`src/rtl/tag_decompressor.sv`:
```
// Codebook tag decompressor: loads an 8-entry codebook, then expands each
// 24-bit tag word (eight 3-bit indices) into eight 24-bit pixels written one
// per cycle. The next tag word is prefetched during pixel 6 so there is no gap
// between words.
module tag_decompressor #(
  parameter logic [19:0] CB_BASE   = 20'h00000,
  parameter logic [19:0] TAG_BASE  = 20'h00000,
  parameter int          TAG_WORDS = 4096,
  parameter logic [19:0] OUT_BASE  = 20'h00000
) (
  input  logic        clk,
  input  logic        rst,
  input  logic        start,
  input  logic [23:0] CB_Q,
  output logic [19:0] CB_A,
  output logic        CB_OE,
  input  logic [23:0] TAG_Q,
  output logic [19:0] TAG_A,
  output logic        TAG_OE,
  output logic [23:0] OUT_D,
  output logic [19:0] OUT_A,
  output logic        OUT_WE,
  output logic        busy,
  output logic        done
);

  typedef enum logic [2:0] {
    S_IDLE,
    S_CB_LOAD,
    S_CB_LAST,
    S_TAG_FETCH,
    S_TAG_LOAD,
    S_EMIT,
    S_DONE
  } state_t;

  localparam logic [12:0] LAST_WORD = 13'(TAG_WORDS - 1);

  state_t      state;
  state_t      state_nxt;
  logic [2:0]  cb_cnt;
  logic [23:0] cb [0:7];
  logic [23:0] tag_reg;
  logic [12:0] word;
  logic [2:0]  k;
  logic [4:0]  sel_lsb;
  logic [2:0]  pix_sel;

  // State register; reset returns straight to IDLE so all strobes drop at once.
  always_ff @(posedge clk or negedge rst) begin
    if (!rst) state <= S_IDLE;
    else      state <= state_nxt;
  end

  // Index of the current pixel inside the held tag word (pixel 0 in the LSBs).
  always_comb begin
    sel_lsb = 5'(k) * 5'd3;
    pix_sel = tag_reg[sel_lsb +: 3];
  end

  // Next-state and strobe/address decode; every output is a function of registers only.
  always_comb begin
    state_nxt = state;
    CB_OE     = 1'b0;
    CB_A      = 20'h0;
    TAG_OE    = 1'b0;
    TAG_A     = 20'h0;
    OUT_WE    = 1'b0;
    OUT_A     = 20'h0;
    OUT_D     = 24'h0;
    busy      = 1'b0;
    done      = 1'b0;
    case (state)
      S_IDLE: begin
        if (start) state_nxt = S_CB_LOAD;
      end
      S_CB_LOAD: begin
        busy  = 1'b1;
        CB_OE = 1'b1;
        CB_A  = CB_BASE + 20'(cb_cnt);
        if (cb_cnt == 3'd7) state_nxt = S_CB_LAST;
      end
      S_CB_LAST: begin
        busy      = 1'b1;
        state_nxt = S_TAG_FETCH;
      end
      S_TAG_FETCH: begin
        busy      = 1'b1;
        TAG_OE    = 1'b1;
        TAG_A     = TAG_BASE;
        state_nxt = S_TAG_LOAD;
      end
      S_TAG_LOAD: begin
        busy      = 1'b1;
        state_nxt = S_EMIT;
      end
      S_EMIT: begin
        busy   = 1'b1;
        OUT_WE = 1'b1;
        OUT_A  = OUT_BASE + 20'({word, k});
        OUT_D  = cb[pix_sel];
        // Issue the next word's read two cycles early so it lands on the k=7 edge.
        if (k == 3'd6 && word != LAST_WORD) begin
          TAG_OE = 1'b1;
          TAG_A  = TAG_BASE + 20'(word) + 20'd1;
        end
        if (k == 3'd7 && word == LAST_WORD) state_nxt = S_DONE;
      end
      S_DONE: begin
        done = 1'b1;
        if (start) state_nxt = S_CB_LOAD;
      end
      default: state_nxt = S_IDLE;
    endcase
  end

  // Codebook capture, tag word register and pixel/word counters.
  always_ff @(posedge clk or negedge rst) begin
    if (!rst) begin
      cb_cnt  <= 3'd0;
      tag_reg <= 24'h0;
      word    <= 13'd0;
      k       <= 3'd0;
      for (int i = 0; i < 8; i++) cb[i] <= 24'h0;
    end else begin
      case (state)
        S_IDLE, S_DONE: begin
          if (start) cb_cnt <= 3'd0;
        end
        S_CB_LOAD: begin
          cb_cnt <= cb_cnt + 3'd1;
          // Read data trails the address by one cycle.
          if (cb_cnt != 3'd0) cb[cb_cnt - 3'd1] <= CB_Q;
        end
        S_CB_LAST: begin
          cb[7] <= CB_Q;
        end
        S_TAG_LOAD: begin
          tag_reg <= TAG_Q;
          word    <= 13'd0;
          k       <= 3'd0;
        end
        S_EMIT: begin
          k <= k + 3'd1;
          if (k == 3'd7) begin
            tag_reg <= TAG_Q;
            word    <= word + 13'd1;
          end
        end
        default: ;
      endcase
    end
  end

endmodule

```
`config.mk`:
```
export PLATFORM = sky130hd
export DESIGN_NAME = tag_decompressor
export DESIGN_NICKNAME = d
export VERILOG_FILES = /design/src/rtl/tag_decompressor.sv
export SDC_FILE = /design/constraint.sdc
export NUM_CORES = 1
export LEC_CHECK = 0
export ABC_AREA = 1
export BUFFER_PORTS_ARGS = -buffer_cell sky130_fd_sc_hd__buf_2
export CAP_MARGIN = 0
export CORE_AREA = 2 2 114 199
export CTS_CLUSTER_SIZE = 20
export DETAILED_ROUTE_END_ITERATION = 16
export DIE_AREA = 0 0 116 201
export HOLD_SLACK_MARGIN = 0.15
export PLACE_DENSITY = 0.77
export REMOVE_ABC_BUFFERS = 1
export SLEW_MARGIN = 20
export SYNTH_ARGS = -nofsm -noshare
export SYNTH_HDL_FRONTEND = slang
export SYNTH_SLANG_ARGS = --single-unit
export TNS_END_PERCENT = 1
```
`constraint.sdc`:
```
create_clock -name clk -period 2.6 [get_ports clk]
set_input_delay 0.26 -clock clk [delete_from_list [all_inputs] [get_ports clk]]
set_output_delay 0.26 -clock clk [all_outputs]
set_load 0.02 [all_outputs]
```
==> results.yml, run 1 <==
global_routing:
  antenna_violations_before_repair: 0
  largest_net_degree_at_the_start_of_global_routing: 92
  first_global_vias: 11290
  total_grt_overflow: 0
  grtUsageTotal_pct: 29.29
  first_pass_grt_wire_length_mm: 54.85
status:
  violated_checks: "setup timing"
  outcome: "finished, violations left"
synth:
  netlist.top_cell.by_area: "sky130_fd_sc_hd__dfrtp_1"
  ys.warnings.count: 0
  synthXorXnorAreaFrac_pct: 0.2859
  synthTopCellsByArea: "sky130_fd_sc_hd__dfrtp_1, sky130_fd_sc_hd__nand2_1, sky130_fd_sc_hd__o21ai_0"
  ys_async_sr_fraction_pct: 100.0
  postSynth.topFlopCell: "sky130_fd_sc_hd__dfrtp_1"
  synth_compound_area_share_pct: 10.83
  synth_mux_area_share_pct: 0
  postSynthCellCount: 1594
  synthDominantCellAreaShare_pct: 48.60
  synth_seq_cells: 238
  yosys.area_share.adder_pct: 0.8168
  dominant_combinational_cell_family_by_area_after_synthesis: "simple AND/OR/NAND/NOR gates"
  synth_sequential_area_ratio_pct: 48.60
  avgSynthCellArea_um2: 7.688
  post_synth_num_cell_types: 36
  synthSimpleGateAreaFrac_pct: 28.15
  synth_enable_flop_cells: 0
  mappedNetlistArea_um2: 12250
placement:
  detailed_place_hpwl_mm: 18.66
  finalWeightedCongestion: 0.8633
  numPlacedInstances: 1941
  placed_inst_area_um2: 13030
  io_buffers: 112
finish:
  fin_nets: 1805
  finish.utilization_pct: 69.34
  layout_common_cells: "sky130_fd_sc_hd__nand2_1, sky130_fd_sc_hd__dfrtp_1, sky130_fd_sc_hd__o21ai_0"
  layout_commonest_cell: "sky130_fd_sc_hd__nand2_1"
  areaGrowthSynthToFinish_pct: 23.35
  largest_reg_flops: 192
  stdcell_area_um2: 15120
  multiInputGateArea_um2: 5243
  layout.area.seq_um2: 5961
  final_cells: 2056
  fillers: 1725
  diodes: 0
  final_layout_size_suffix_gt1_share_pct: 16.70
sta:
  min_period_over_period_pct: 104.5
  hold_violations: 0
  final-setup-viol-count: 22
  final_max_slew_viol_count: 0
  actual_transition_at_the_worst_max_transition_pin_ns: 0.7314
  timing.max_slew.rel_slack_pct: 51.24
  worst_clock_skew_ns: 0.009144
  post-route-min-period_ns: 2.718
  rsz0062_at_grt: "true"
  hold_slack_ns: 0.1761
  setup_ws_ns: -0.1179
  fmax_ghz: 0.3679
cts:
  clk_transition_reported_paths_ns: 0.07
  clock-sinks: 238
  clock_tree.htree_level_count: 1
  clockRootBuffer: "sky130_fd_sc_hd__clkbuf_16"
  insertion_delay_ns: 0.52
  tritoncts.num_buffers: 23
  clock_tree.buffer_depth: 3
  tritoncts: "built"
detailed_routing:
  route.layer.met1.wl_mm: 12.70
  drt-vias-per-instance: 5.489
  final_wl_mm: 34.04
  drt_first_pass_iters: 5
  drc: 0
  route.met2.wl_mm: 17.58
  wl_met3_mm: 2.442
  detailroute.via_count: 11290
  route.detailed.wl_per_inst_um: 16.55
  dr.max_layer_used: "met4"
  ant_nets: 0
  detailedRoute.firstIterationViolations: 966
critical_path:
  timing.critical_path.slowest_cell_delay_ns: 0.40
  cp-start-kind: "flop"
  criticalPathCategory: "flop to output pin"
  cp_max_fo: 8
  slowest_stage: "sky130_fd_sc_hd__dfrtp_1"
  crit_chain: "buf_6, buf_6, nand2_2, nand3_2, nand2_2, o21ai_4, buf_12, clkinv_8, buf_12, buf_12, nand3_4, nand3_2, nand2_1, nor2_2, buf_6"
  worst-endpoint-required_ns: 2.34
  timing.critical_path.arrival_ns: 2.46
  end_kind: "output pin"
power_and_ir_drop:
  swShare_pct: 23.43
  share_comb_of_total_power_pct: 8.8
  total_switching_power_uw: 1887
  seq_pwr_share_pct: 46.3
  power_leakage_uw: 0.008230
  p_int_uw: 6167
  max-vdd-ir-drop_mv: 0.5256
  clockPowerShare_pct: 44.8
  total_power_uw: 8054
  power_density_nw_per_um2: 532.9
floorplanning:
  die_x_um: 116
  y_dimension_of_the_die_um: 201
  fp-row-count: 72
  num_io_pins: 140
  design.die.area_um2: 23320
  core_area_um2: 21800
  initial_utilization_pct: 56.21
hold_path:
  worstHoldPathType: "primary input to flop"
job:
  drv_cap: 0
==> final cells by class <==
| class | instances | area share [%] |
|---|---|---|
| clock buffers | 26 | 4.015 |
| clock inverters | 13 | 1.341 |
| inverters | 169 | 4.404 |
| multi-input cells | 1091 | 34.68 |
| flip-flops and latches | 238 | 39.43 |
| well taps | 296 | 2.450 |
| repair buffers | 223 | 13.67 |
==> worst max-delay path: cells and delay by family, from the launching register on <==
kind	cells	cell delay [ns]
buffers and inverters	7	0.90
AND/OR/NAND/NOR	7	0.57
flip-flops	1	0.40
AO/OA/AOI/OAI	1	0.06
==> path summary, 6_finish.rpt <==
kind                       startpoint       end  slack [ns]  cells past startpoint
min reg2reg                   cb[107]   cb[107]        0.48                      2
max reg2reg                      k[0]   word[9]        0.27                     11
min                          CB_Q[20]   cb[140]        0.18                      3
max in group asynchronous         rst  state[0]        1.50                      3
max                              k[0]  OUT_D[9]       -0.12                     15
min in group asynchronous         rst   cb[156]        0.39                      2
==> kinds of logic (layout without fill, tap and decap cells) <==
group                    Yosys count  count (layout)
buffers and inverters            291             431
other                              1              27
XOR/XNOR                           4               4
adder cells (fa/ha/maj)            8               8
AO/OA/AOI/OAI                    259             259
flip-flops                       238             238
AND/OR/NAND/NOR                  793             793
==> power groups by stage <==
stage	registers [µW]	clock network (µW)	logic [µW]
after global routing	3730	3780	774
final	3730	3610	713
after floorplan	3800	0	255
after CTS	3730	3640	660
after global placement	3800	0	523
after detailed placement	3800	0	528
==> routing by layer <==
layer  up-vias  track usage [%]
met3        97            3.955
met2       517            52.05
met5         -                0
met1      5347            35.56
met4         0            11.10
li1       5324                -
==> through the flow <==
| step | setup TNS (ns) | setup WS, ns |
|---|---|---|
| after global placement | 0 | 0.2514 |
| final | -1.096 | -0.1179 |
| after detailed placement | 0 | 0.2305 |
| after CTS | -1.365 | -0.1049 |
| after floorplan | -34.01 | -0.7524 |
| after global routing | -4.439 | -0.2144 |
==> cell usage after synthesis, drive strengths merged (2+ instances only) <==
cell / number
a21oi: 5
buf: 88
clkbuf: 34
dfrtp: 238
ha: 8
inv: 168
nand2: 438
nand3: 150
nand3b: 48
nand4: 8
nor2: 143
nor3: 3
o21ai: 247
o22ai: 5
or2: 2
xor2: 4
==> timing repair <==
action                                 in CTS  in global routing
gates resized for setup                    65                 74
buffers inserted                           11                 12
hold buffers                               49                  0
pin swaps                                  15                 39
setup endpoints to repair                  31                 36
gates cloned                                5                  3
endpoints found under the hold margin     248                  0
Note: power is estimated with default switching activity, not from simulation.
==> run 2, diff against run 1 <==
- clock period: 2.6 -> 3.45 ns (I/O delays scaled with it)
==> results.yml, run 2 (synthesized netlist as in run 1, its figures left out) <==
status:
  outcome: "finished clean"
floorplanning:
  die_x_um: 116
  num_io_pins: 140
  core_area_um2: 21800
  design.die.area_um2: 23320
  fp-row-count: 72
  initial_utilization_pct: 56.21
  y_dimension_of_the_die_um: 201
detailed_routing:
  detailroute.via_count: 10540
  final_wl_mm: 30.44
  drt-vias-per-instance: 5.294
  detailedRoute.firstIterationViolations: 787
  route.detailed.wl_per_inst_um: 15.29
  drc: 0
  drt_first_pass_iters: 5
  ant_nets: 0
power_and_ir_drop:
  clockPowerShare_pct: 45.5
  max-vdd-ir-drop_mv: 0.2998
  total_switching_power_uw: 1371
  swShare_pct: 23.26
  power_leakage_uw: 0.007655
  seq_pwr_share_pct: 47.7
  share_comb_of_total_power_pct: 6.7
  power_density_nw_per_um2: 426.2
  p_int_uw: 4522
job:
  drv_cap: 0
critical_path:
  crit_top_cell: "sky130_fd_sc_hd__nand2_1"
  criticalPathCategory: "flop to output pin"
  slowest_stage: "sky130_fd_sc_hd__inv_1"
  crit_chain: "inv_4, nand2_1, nand3_1, nand2_1, nand2_1, nand2_1, inv_1, nand3_1, nand2_1, nor2_1, buf_2"
  timing.critical_path.slowest_cell_delay_ns: 0.86
  end_kind: "output pin"
  timing.critical_path.arrival_ns: 2.99
  cp-start-kind: "flop"
  worst-endpoint-required_ns: 3.11
  cp_max_fo: 24
sta:
  min_period_over_period_pct: 96.69
  hold_slack_ns: 0.1607
  hold_violations: 0
  post-route-min-period_ns: 3.336
  worst_clock_skew_ns: 0.006685
  final_max_slew_viol_count: 0
  final-setup-viol-count: 0
  setup_ws_ns: 0.1141
  timing.max_slew.rel_slack_pct: 20.57
  fmax_ghz: 0.2998
  rsz0062_at_grt: "true"
  actual_transition_at_the_worst_max_transition_pin_ns: 1.190
placement:
  placed_inst_area_um2: 12740
  dp_worst_setup_slack_ns: 0.5459
  detailed_place_hpwl_mm: 18.16
  io_buffers: 112
  finalWeightedCongestion: 0.8580
finish:
  multiInputGateArea_um2: 5030
  stdcell_area_um2: 13830
  layout_commonest_cell: "sky130_fd_sc_hd__nand2_1"
  fin_nets: 1741
  largest_reg_flops: 192
  areaGrowthSynthToFinish_pct: 12.83
  fillers: 1967
  diodes: 0
  layout_common_cells: "sky130_fd_sc_hd__nand2_1, sky130_fd_sc_hd__dfrtp_1, sky130_fd_sc_hd__o21ai_0"
  layout.area.seq_um2: 5956
  final_layout_size_suffix_gt1_share_pct: 11.45
hold_path:
  worstHoldPathType: "primary input to flop"
global_routing:
  grtUsageTotal_pct: 26.87
  largest_net_degree_at_the_start_of_global_routing: 99
  antenna_violations_before_repair: 1
  first_global_vias: 10230
  first_pass_grt_wire_length_mm: 50.40
  total_grt_overflow: 0
cts:
  clockRootBuffer: "sky130_fd_sc_hd__clkbuf_16"
  tritoncts: "built"
  insertion_delay_ns: 0.52
  clk_transition_reported_paths_ns: 0.07
  clock_tree.buffer_depth: 3
  clock_tree.htree_level_count: 1
  clock-sinks: 238
  tritoncts.num_buffers: 23
==> run 2: cell count changes in the layout (fill, tap and decap cells not counted), moves of 17 or more <==
cell,delta
sky130_fd_sc_hd__buf_4,-28
sky130_fd_sc_hd__nor2_1,+17
sky130_fd_sc_hd__dlygate4sd3_1,-24
sky130_fd_sc_hd__nand3_1,+17
sky130_fd_sc_hd__buf_2,+28
sky130_fd_sc_hd__buf_12,-18
==> run 2: final cells by class <==
cell class | instances | area share, %
clock buffers | 31 | 4.669
clock inverters | 7 | 1.023
inverters | 169 | 4.687
multi-input cells | 1091 | 36.38
flip-flops and latches | 238 | 43.07
well taps | 296 | 2.678
repair buffers | 158 | 7.456
repair inverters | 1 | 0.03620
==> run 2: per-layer routing <==
| layer | up-vias | GRT usage (%) | part of all wire [%] |
|---|---|---|---|
| met3 | 73 | 2.687 | 5.2 |
| met4 | 2 | 10.20 | 3.0 |
| met1 | 4945 | 33.14 | 40 |
| met2 | 339 | 47.87 | 52 |
| met5 | - | 0 | 0.043 |
| li1 | 5181 | - | - |
==> run 2: repair_timing <==
action | CTS | global route
resized for setup | 2 | 6
buffers inserted | 0 | 3
hold endpoints to repair | 119 | 0
hold buffers | 25 | 0
pin swaps | 0 | 1
gates cloned | 0 | 1
endpoints found under the setup margin | 1 | 28
==> run 2: path summary, 6_finish.rpt <==
| kind | from | endpoint | slack (ns) | depth (start not counted) |
|---|---|---|---|---|
| hold reg to reg | cb[101] | cb[101] | 0.47 | 2 |
| hold / removal | CB_Q[18] | cb[138] | 0.16 | 3 |
| setup reg to reg | cb_cnt[0] | cb[135] | 0.81 | 8 |
| max in group asynchronous | rst | cb[163] | 2.00 | 3 |
| setup / recovery | k[0] | OUT_D[14] | 0.11 | 11 |
| min in group asynchronous | rst | cb[19] | 0.46 | 2 |
==> run 2: critical path: cells and delay by family (launching register included) <==
kind                   cells  cell delay, ns
buffers and inverters      3            1.24
AND/OR/NAND/NOR            8            0.67
flip-flops                 1            0.54
==> run 2: through the flow <==
| stage | cells | util [%] | power, µW | setup TNS [ns] |
|---|---|---|---|---|
| global placement | 1924 | 58.42 | 3235 | 0 |
| CTS | 1987 | 63.20 | 5920 | 0 |
| finish | 1991 | 63.42 | 5893 | 0 |
| floorplan | 1498 | - | 3054 | 0 |
| detailed placement | 1924 | 58.42 | 3239 | 0 |
| global route | 1991 | 63.42 | 6066 | -0.2457 |
==> run 2: power groups by stage <==
stage               Sequential, µW  Combinational [µW]  Clock (µW)
global placement              2860                 372           0
finish                        2810                 397        2680
detailed placement            2860                 375           0
global route                  2810                 443        2810
CTS                           2810                 398        2710
floorplan                     2860                 192           0
